<file path="src/rtl/fa_serial_ctrl.sv">
// -----------------------------------------------------------------------------
// fa_serial_ctrl
//
// Bit-serial adder controller. A single one-bit full-adder slice is time-shared
// to add two WIDTH-bit operands, one bit per clock, LSB first.
//
//   s  = x ^ y ^ c
//   co = x&y | y&c | x&c
//
// A requester pulses start while the block is idle, waits for the one-cycle
// done pulse, then reads sum/cout. sum/cout hold the last completed result
// until the next completion or reset. Partial results are never visible.
//
// Timing (WIDTH=8): start accepted at edge 0 -> busy for WIDTH cycles -> done
// for one cycle -> idle. Back-to-back operations take WIDTH+2 cycles.
//
// Parameters:
//   WIDTH  operand/result width in bits, legal range 2..32
//
// Ports:
//   clk    rising-edge clock
//   rst    synchronous active-high reset
//   start  request, sampled only while idle
//   a, b   operands, captured on an accepted start
//   cin    carry-in, captured on an accepted start
//   sub    (SERIAL_SUB_EN only) subtract request, captured with start
//   busy   high while the serial add is running
//   done   one-cycle pulse, sum/cout valid from this cycle on
//   sum    last completed sum
//   cout   last completed carry-out (in subtract mode: 1 = no borrow)
//
// Configuration macro:
//   SERIAL_SUB_EN  when defined, adds the sub port and a subtract mode that
//                  computes a - b as a + ~b + 1. Undefined: add-only.
// -----------------------------------------------------------------------------
module fa_serial_ctrl #(
  parameter int WIDTH = 8
) (
  input  logic             clk,
  input  logic             rst,
  input  logic             start,
  input  logic [WIDTH-1:0] a,
  input  logic [WIDTH-1:0] b,
  input  logic             cin,
`ifdef SERIAL_SUB_EN
  input  logic             sub,
`endif
  output logic             busy,
  output logic             done,
  output logic [WIDTH-1:0] sum,
  output logic             cout
);

  // Counter wide enough to hold WIDTH-1 with headroom; it never passes WIDTH-1.
  localparam int CW = $clog2(WIDTH) + 1;
  localparam logic [CW-1:0] LAST = CW'(WIDTH - 1);

  typedef enum logic [1:0] {
    IDLE = 2'd0,
    RUN  = 2'd1,
    DONE = 2'd2
  } state_t;

  state_t           state;
  logic [WIDTH-1:0] sa;      // operand A shift register, LSB is the live bit
  logic [WIDTH-1:0] sb;      // operand B (or ~B) shift register
  logic [WIDTH-1:0] ps;      // partial sum, filled from the MSB end
  logic             carry;   // carry between successive slice evaluations
  logic [CW-1:0]    cnt;     // index of the bit being added this cycle

  // Shared one-bit full-adder slice.
  logic slice_s;
  logic slice_co;

  // Values loaded into the datapath when a start is accepted.
  logic [WIDTH-1:0] load_b;
  logic             load_c;

  // NOTE: combinational blocks use blocking assignments and give every output
  // a value on every path, so no latch can be inferred.
  always_comb begin
    slice_s  = sa[0] ^ sb[0] ^ carry;
    slice_co = (sa[0] & sb[0]) | (sb[0] & carry) | (sa[0] & carry);
  end

  always_comb begin
    load_b = b;
    load_c = cin;
`ifdef SERIAL_SUB_EN
    // Two's-complement subtract: a - b = a + ~b + 1, so the carry-in is forced.
    if (sub) begin
      load_b = ~b;
      load_c = 1'b1;
    end
`endif
  end

  // Whole controller in one clocked block: state, datapath and registered
  // outputs move together, so busy/done always match the state they describe.
  // NOTE: sequential state uses non-blocking assignments only, so every
  // right-hand side sees the pre-edge value regardless of statement order.
  always_ff @(posedge clk) begin
    if (rst) begin
      // NOTE: every register here is a small flop bank, not a memory array,
      // so all of it is reset; an aborted operation leaves nothing behind.
      state <= IDLE;
      sa    <= '0;
      sb    <= '0;
      ps    <= '0;
      carry <= 1'b0;
      cnt   <= '0;
      busy  <= 1'b0;
      done  <= 1'b0;
      sum   <= '0;
      cout  <= 1'b0;
    end else begin
      unique case (state)
        IDLE: begin
          done <= 1'b0;
          if (start) begin
            sa    <= a;
            sb    <= load_b;
            carry <= load_c;
            cnt   <= '0;
            state <= RUN;
            busy  <= 1'b1;
          end
        end

        RUN: begin
          // Sum bit enters at the MSB; after WIDTH shifts bit 0 of the
          // operands has reached bit 0 of ps.
          ps    <= {slice_s, ps[WIDTH-1:1]};
          sa    <= {1'b0, sa[WIDTH-1:1]};
          sb    <= {1'b0, sb[WIDTH-1:1]};
          carry <= slice_co;
          if (cnt == LAST) begin
            // Publish including the bit computed this cycle; cnt is parked at
            // zero so it never exceeds WIDTH-1.
            sum   <= {slice_s, ps[WIDTH-1:1]};
            cout  <= slice_co;
            cnt   <= '0;
            state <= DONE;
            busy  <= 1'b0;
            done  <= 1'b1;
          end else begin
            cnt <= cnt + 1'b1;
          end
        end

        DONE: begin
          // Unconditional: start is not looked at here, so done is one cycle.
          state <= IDLE;
          done  <= 1'b0;
        end

        default: begin
          state <= IDLE;
          busy  <= 1'b0;
          done  <= 1'b0;
        end
      endcase
    end
  end

endmodule

</file>
<file path="config.mk">
export PLATFORM = sky130hd
export DESIGN_NAME = fa_serial_ctrl
export DESIGN_NICKNAME = d
export VERILOG_FILES = /design/src/rtl/fa_serial_ctrl.sv
export SDC_FILE = /design/constraint.sdc
export NUM_CORES = 1
export LEC_CHECK = 0
export ABC_AREA = 1
export BUFFER_PORTS_ARGS = -buffer_cell sky130_fd_sc_hd__buf_2
export CAP_MARGIN = 30
export CORE_MARGIN = 10
export CORE_UTILIZATION = 40
export CTS_CLUSTER_SIZE = 16
export DETAILED_ROUTE_END_ITERATION = 10
export PLACE_DENSITY = 0.65
export SLEW_MARGIN = 20
export SYNTH_ARGS = -nofsm -noshare
export SYNTH_HDL_FRONTEND = slang
export SYNTH_SLANG_ARGS = --single-unit
</file>
<file path="constraint.sdc">
create_clock -name clk -period 1.3 [get_ports clk]
set_clock_uncertainty 0.1 [all_clocks]
set_input_delay 0.065 -clock clk [delete_from_list [all_inputs] [get_ports clk]]
set_output_delay 0.065 -clock clk [all_outputs]
set_load 0.1 [all_outputs]
</file>
; ---- Yosys cells after proc, flatten, opt, wreduce, memory -nomap -nowiden
; Index checks and enable logic that the tools add are counted.
[word_totals]
out_inout_bits = 11
reg_bits = 42
[op_classes]
bitwise_logic = 9
n_addsub = 1
reduce_logical = 7
eq_ne = 5
muxes = 15
[ops]
columns = cell, count
row1 = $pmux W8 S2, 2
row2 = $mux W8, 2
row3 = $mux W4, 2
row4 = $pmux W4 S2, 1
row5 = $reduce_and A2 Y1, 3
row6 = $add A4 B1 Y4 const B, 1
row7 = $eq A4 B3 Y1 const B, 1
row8 = $mux W2, 2
row9 = $ne A2 B2 Y1 const B, 2
row10 = $pmux W2 S2, 1
row11 = $and A1 B1 Y1, 3
row12 = $mux W1, 3
row13 = $pmux W1 S3, 1
row14 = $reduce_and A3 Y1, 1
row15 = $eq A2 B1 Y1 const B, 1
row16 = $eq A2 B2 Y1 const B, 1
row17 = $logic_not A2 Y1, 1
row18 = $not A1 Y1, 2
row19 = $or A1 B1 Y1, 2
row20 = $pmux W1 S2, 1
row21 = $reduce_bool A2 Y1, 1
row22 = $reduce_or A2 Y1, 1
row23 = $xor A1 B1 Y1, 2

; ---- Logic depth before layout (Yosys ltp)
[depth]
ltp_word = 4
ltp_mapped = 7

; ---- Worst setup path before layout
; OpenSTA, ideal clock, no wires.
[synth_timing]
kind = reg-to-reg
from = register busy (netlist name)
to = register busy
synth_period_minus_slack_ns = 1.416
arrival_time_ns = 1.245
required_time_ns = 1.129
stages_incl_launch_ff = 3
setup_slack_ns = -0.116
path_buffers = 0
cell_sequence = dfxtp_1 > o21ai_0 > a21oi_1
[synth_lines]
columns = element, line_no
row1 = end signal: assignment, 112  ; busy <= 1'b0;
row2 = end signal: assignment, 126  ; busy <= 1'b1;
row3 = end signal: assignment, 144  ; busy <= 1'b0;
row4 = end: declaration, 48  ; output logic busy,

; ---- Worst setup path in the final report
[layout_timing]
from = register cnt[1]
to = register cout
[layout_between]
elab_chain_len = 2
[layout_rtl]
columns = element, line_no
row1 = start: declaration, 69  ; logic [CW-1:0] cnt;
row2 = start signal: assignment, 147  ; cnt <= cnt + 1'b1;
row3 = $eq A4 B3 Y1, 137  ; if (cnt == LAST) begin
row4 = $reduce_and A2 Y1 (no line), -
row5 = end signal: assignment, 141  ; cout <= slice_co;
row6 = end: declaration, 51  ; output logic cout
; Every way passes these cells.
; A chain may end at the register's enable or synchronous reset.

==> impl_results.md <==
* Clk root buf: clkbuf_8
* Antenna Cells at 0
* Top cells by count, synth: 41 x dfxtp_1, 41 x nor2_1, 30 x nor3_1, 30 x o21ai_0, 19 x nand2_1
* Share of cells above drive strength 1 at 0.3182
* Count of standard-cell rows at 23
* CP startpoint kind: flip-flop
* Clk slew on worst S/H paths at about 0.080 ns
* Final Max Tran Viols at 0
* Syn Inst Count at between 200 and 250
* Post-DP Area at approximately 1900 µm²
* Aggregate global routing overflow at 0
* Post-synth top area share at 0.4936
* Gpl congestion at ~0.79
* Initial Util at 0.4157
* Final ANT Viol Nets at 0
* Slew HR at 0.6740
* Netlist cell types at 25
* Post-synth EDFFs at 0
* # IOs at 31
* Crit. End Element: flip-flop
* Worst Hold Class: in2reg
* Fmax at between 700 and 800 MHz
* Crit path top cell by count: nand2_4
* Worst path slowest cell: dfxtp_2
* Routed WL at between 4000 and 5000 µm
* Crit path max fanout at 6
* First-pass GRT wire length at 6900 µm
* MaxCap Viol Count at 0
* Power Total at between 2 and 3 mW
* CTS tree: yes
* # DRC at 0
* Worst Path Arrival at 1.40 ns
* Clock sinks at 41
* Tcrit/Tclk final at 0.9777
* Main synth FF type: dfxtp_1
* CORE AREA at between 4000 and 5000 µm²
* Final min period at 1.271 ns
* Vias after detailed routing at around 1,500
* Yosys warns at 0
* Pwr Density at about 1200 nW/µm²
* Status: complete, no violations
* Top post-synthesis cells by area: dfxtp_1 49%, nor2_1 9.3%, nor3_1 9.0%
* CTS max path bufs at 2
* CP Data Required Time at roughly 1.4 ns
* All-layer global routing usage at 0.1154
* Final non-filler cell total at 314
* Number of synthesized register bits at 41
* Share of flip-flops with an asynchronous set or reset at 0
* RSZ-0062 raised after global routing: true
* Worst-Margin Slew at ~0.49 ns
* Initial DRC Count at around 150
* Post-synthesis sequential area ratio at 0.4936
* Critical path's largest stage delay at about 0.36 ns
* Hpwl dp at roughly 2600 µm
* Post-synth top area cell: dfxtp_1
* Synth Cell Area at 1663 µm²
* Peak VDD IR at 0.7897 mV
* Die area at ~7100 µm²
* First-pass DRT Iterations at 4
* Syn_area_per_cell at approximately 8.2 µm²
* Final hold violations at 0
* Final Cell Area at between 2000 and 2500 µm²
* Via-to-Cell Ratio at between 4 and 5
* Largest net degree at the start of global routing at 30
* IO Port Bufs at 30
* Nets at between 200 and 300
* P_leak at ~0.97 nW
* P&R area growth vs syn at 36.57%
* Crit path cell chain: ha_4, nand2_4, nor2_4, nand2_4, clkinv_4, nand2_2, a21oi_2
* Die X at approximately 84 µm
* Vias in the first global route at approximately 1,500
* Worst setup path class: reg2reg
* Die Ht at roughly 84 µm
* Number of buffers created by CTS at 5
* # setup viols final at 0
* Post-Syn Nets at approximately 230
* Setup TNS at 0 ns
* # placed instances at between 200 and 300
* Clock Latency Late Sink at roughly 0.3 ns
* Routed WL per cell at 12.94 µm
* Initial antenna violation count at 0
* H-tree depth at 2
routing by layer:
metal | wire, µm | up-vias | share of wire | track usage
li1 | - | 795 | - | -
met1 | 1860 | 706 | 0.46 | 0.1385
met2 | 1908 | 35 | 0.47 | 0.1812
met3 | 230 | 8 | 0.057 | 0.04444
met4 | 63 | 0 | 0.016 | 0.04491
met5 | 0 | - | 0 | 0
power breakdown:
part	internal (mW)	switching (mW)
registers	1.34	0.0490
logic	0.194	0.215
clock network	0.371	0.461
cells in the final DEF (no fill, tap or decap), drive strengths merged:
cell         synthesis  routed
a21oi               11      11
buf                  6      42
clkbuf               4       5
clkinv               1       4
clkinvlp             0       1
dfxtp               41      41
dlygate4sd3          0      18
fa                   1       1
ha                   1       1
inv                  7       7
nand2               24      25
nand3                2       2
nand4                1       1
nor2                43      43
nor3                30      30
o21a                 2       2
o21ai               30      30
cell families (layout without fill, tap and decap cells):
kind of cell	after synthesis	count (layout)	share of synthesized area
fa+ha+maj	2	2	0.01956
simple gates	100	101	0.2822
flops	41	41	0.4936
compound gates	43	43	0.1369
buf+inv	18	77	0.06772
what timing repair did:
action	in CTS	in global routing
pin swaps	2	5
resized for setup	5	13
cloned	2	0
buffers inserted	0	1
hold endpoints to repair	19	0
hold buffers	18	0
setup endpoints to repair	3	18
critical path: cells and delay by family (launching register included):
kind            cells  cell delay, ns
simple gates        4            0.41
flops               1            0.36
compound gates      1            0.11
buf+inv             1            0.09
fa+ha+maj           1            0.15
sequential cells by signal, indices dropped and copies added, names as in the netlist:
name	flops
ps	7
sa	8
sum	8
done	1
cout	1
carry	1
state	2
sb	8
busy	1
cnt	4
stage by stage:
step	hold slack, ns	setup WS [ns]	util
floorplan	0.1126	0.06208	-
global route	0.1313	-0.04786	0.5677
CTS	0.1048	0.003111	0.5549
global placement	0.2295	0.04376	0.4842
detailed placement	0.2342	-0.005220	0.4842
finish	0.1164	0.02903	0.5677
layout make-up:
class,count,area (µm²)
Timing Repair Buffer,60,457.9
Sequential cell,41,838.3
Tap cell,50,62.56
Multi-Input combinational cell,146,780.7
Timing Repair inverter,1,5.005
Clock inverter,3,17.52
Inverter,8,40.04
Clock buffer,5,68.82
Fill cell,366,1729
worst paths after layout:
path         slack [ns]  cells after the start           startpoint                 end
max                0.03                      7  cnt[1]$_SDFFE_PP0P_   cout$_SDFFE_PP0P_
min reg2reg        0.37                      2   sb[7]$_SDFFE_PP0P_  sb[7]$_SDFFE_PP0P_
max reg2reg        0.03                      7  cnt[1]$_SDFFE_PP0P_   cout$_SDFFE_PP0P_
min                0.12                      4                start  sb[1]$_SDFFE_PP0P_
No activity file was read; power rests on OpenSTA's default activity.
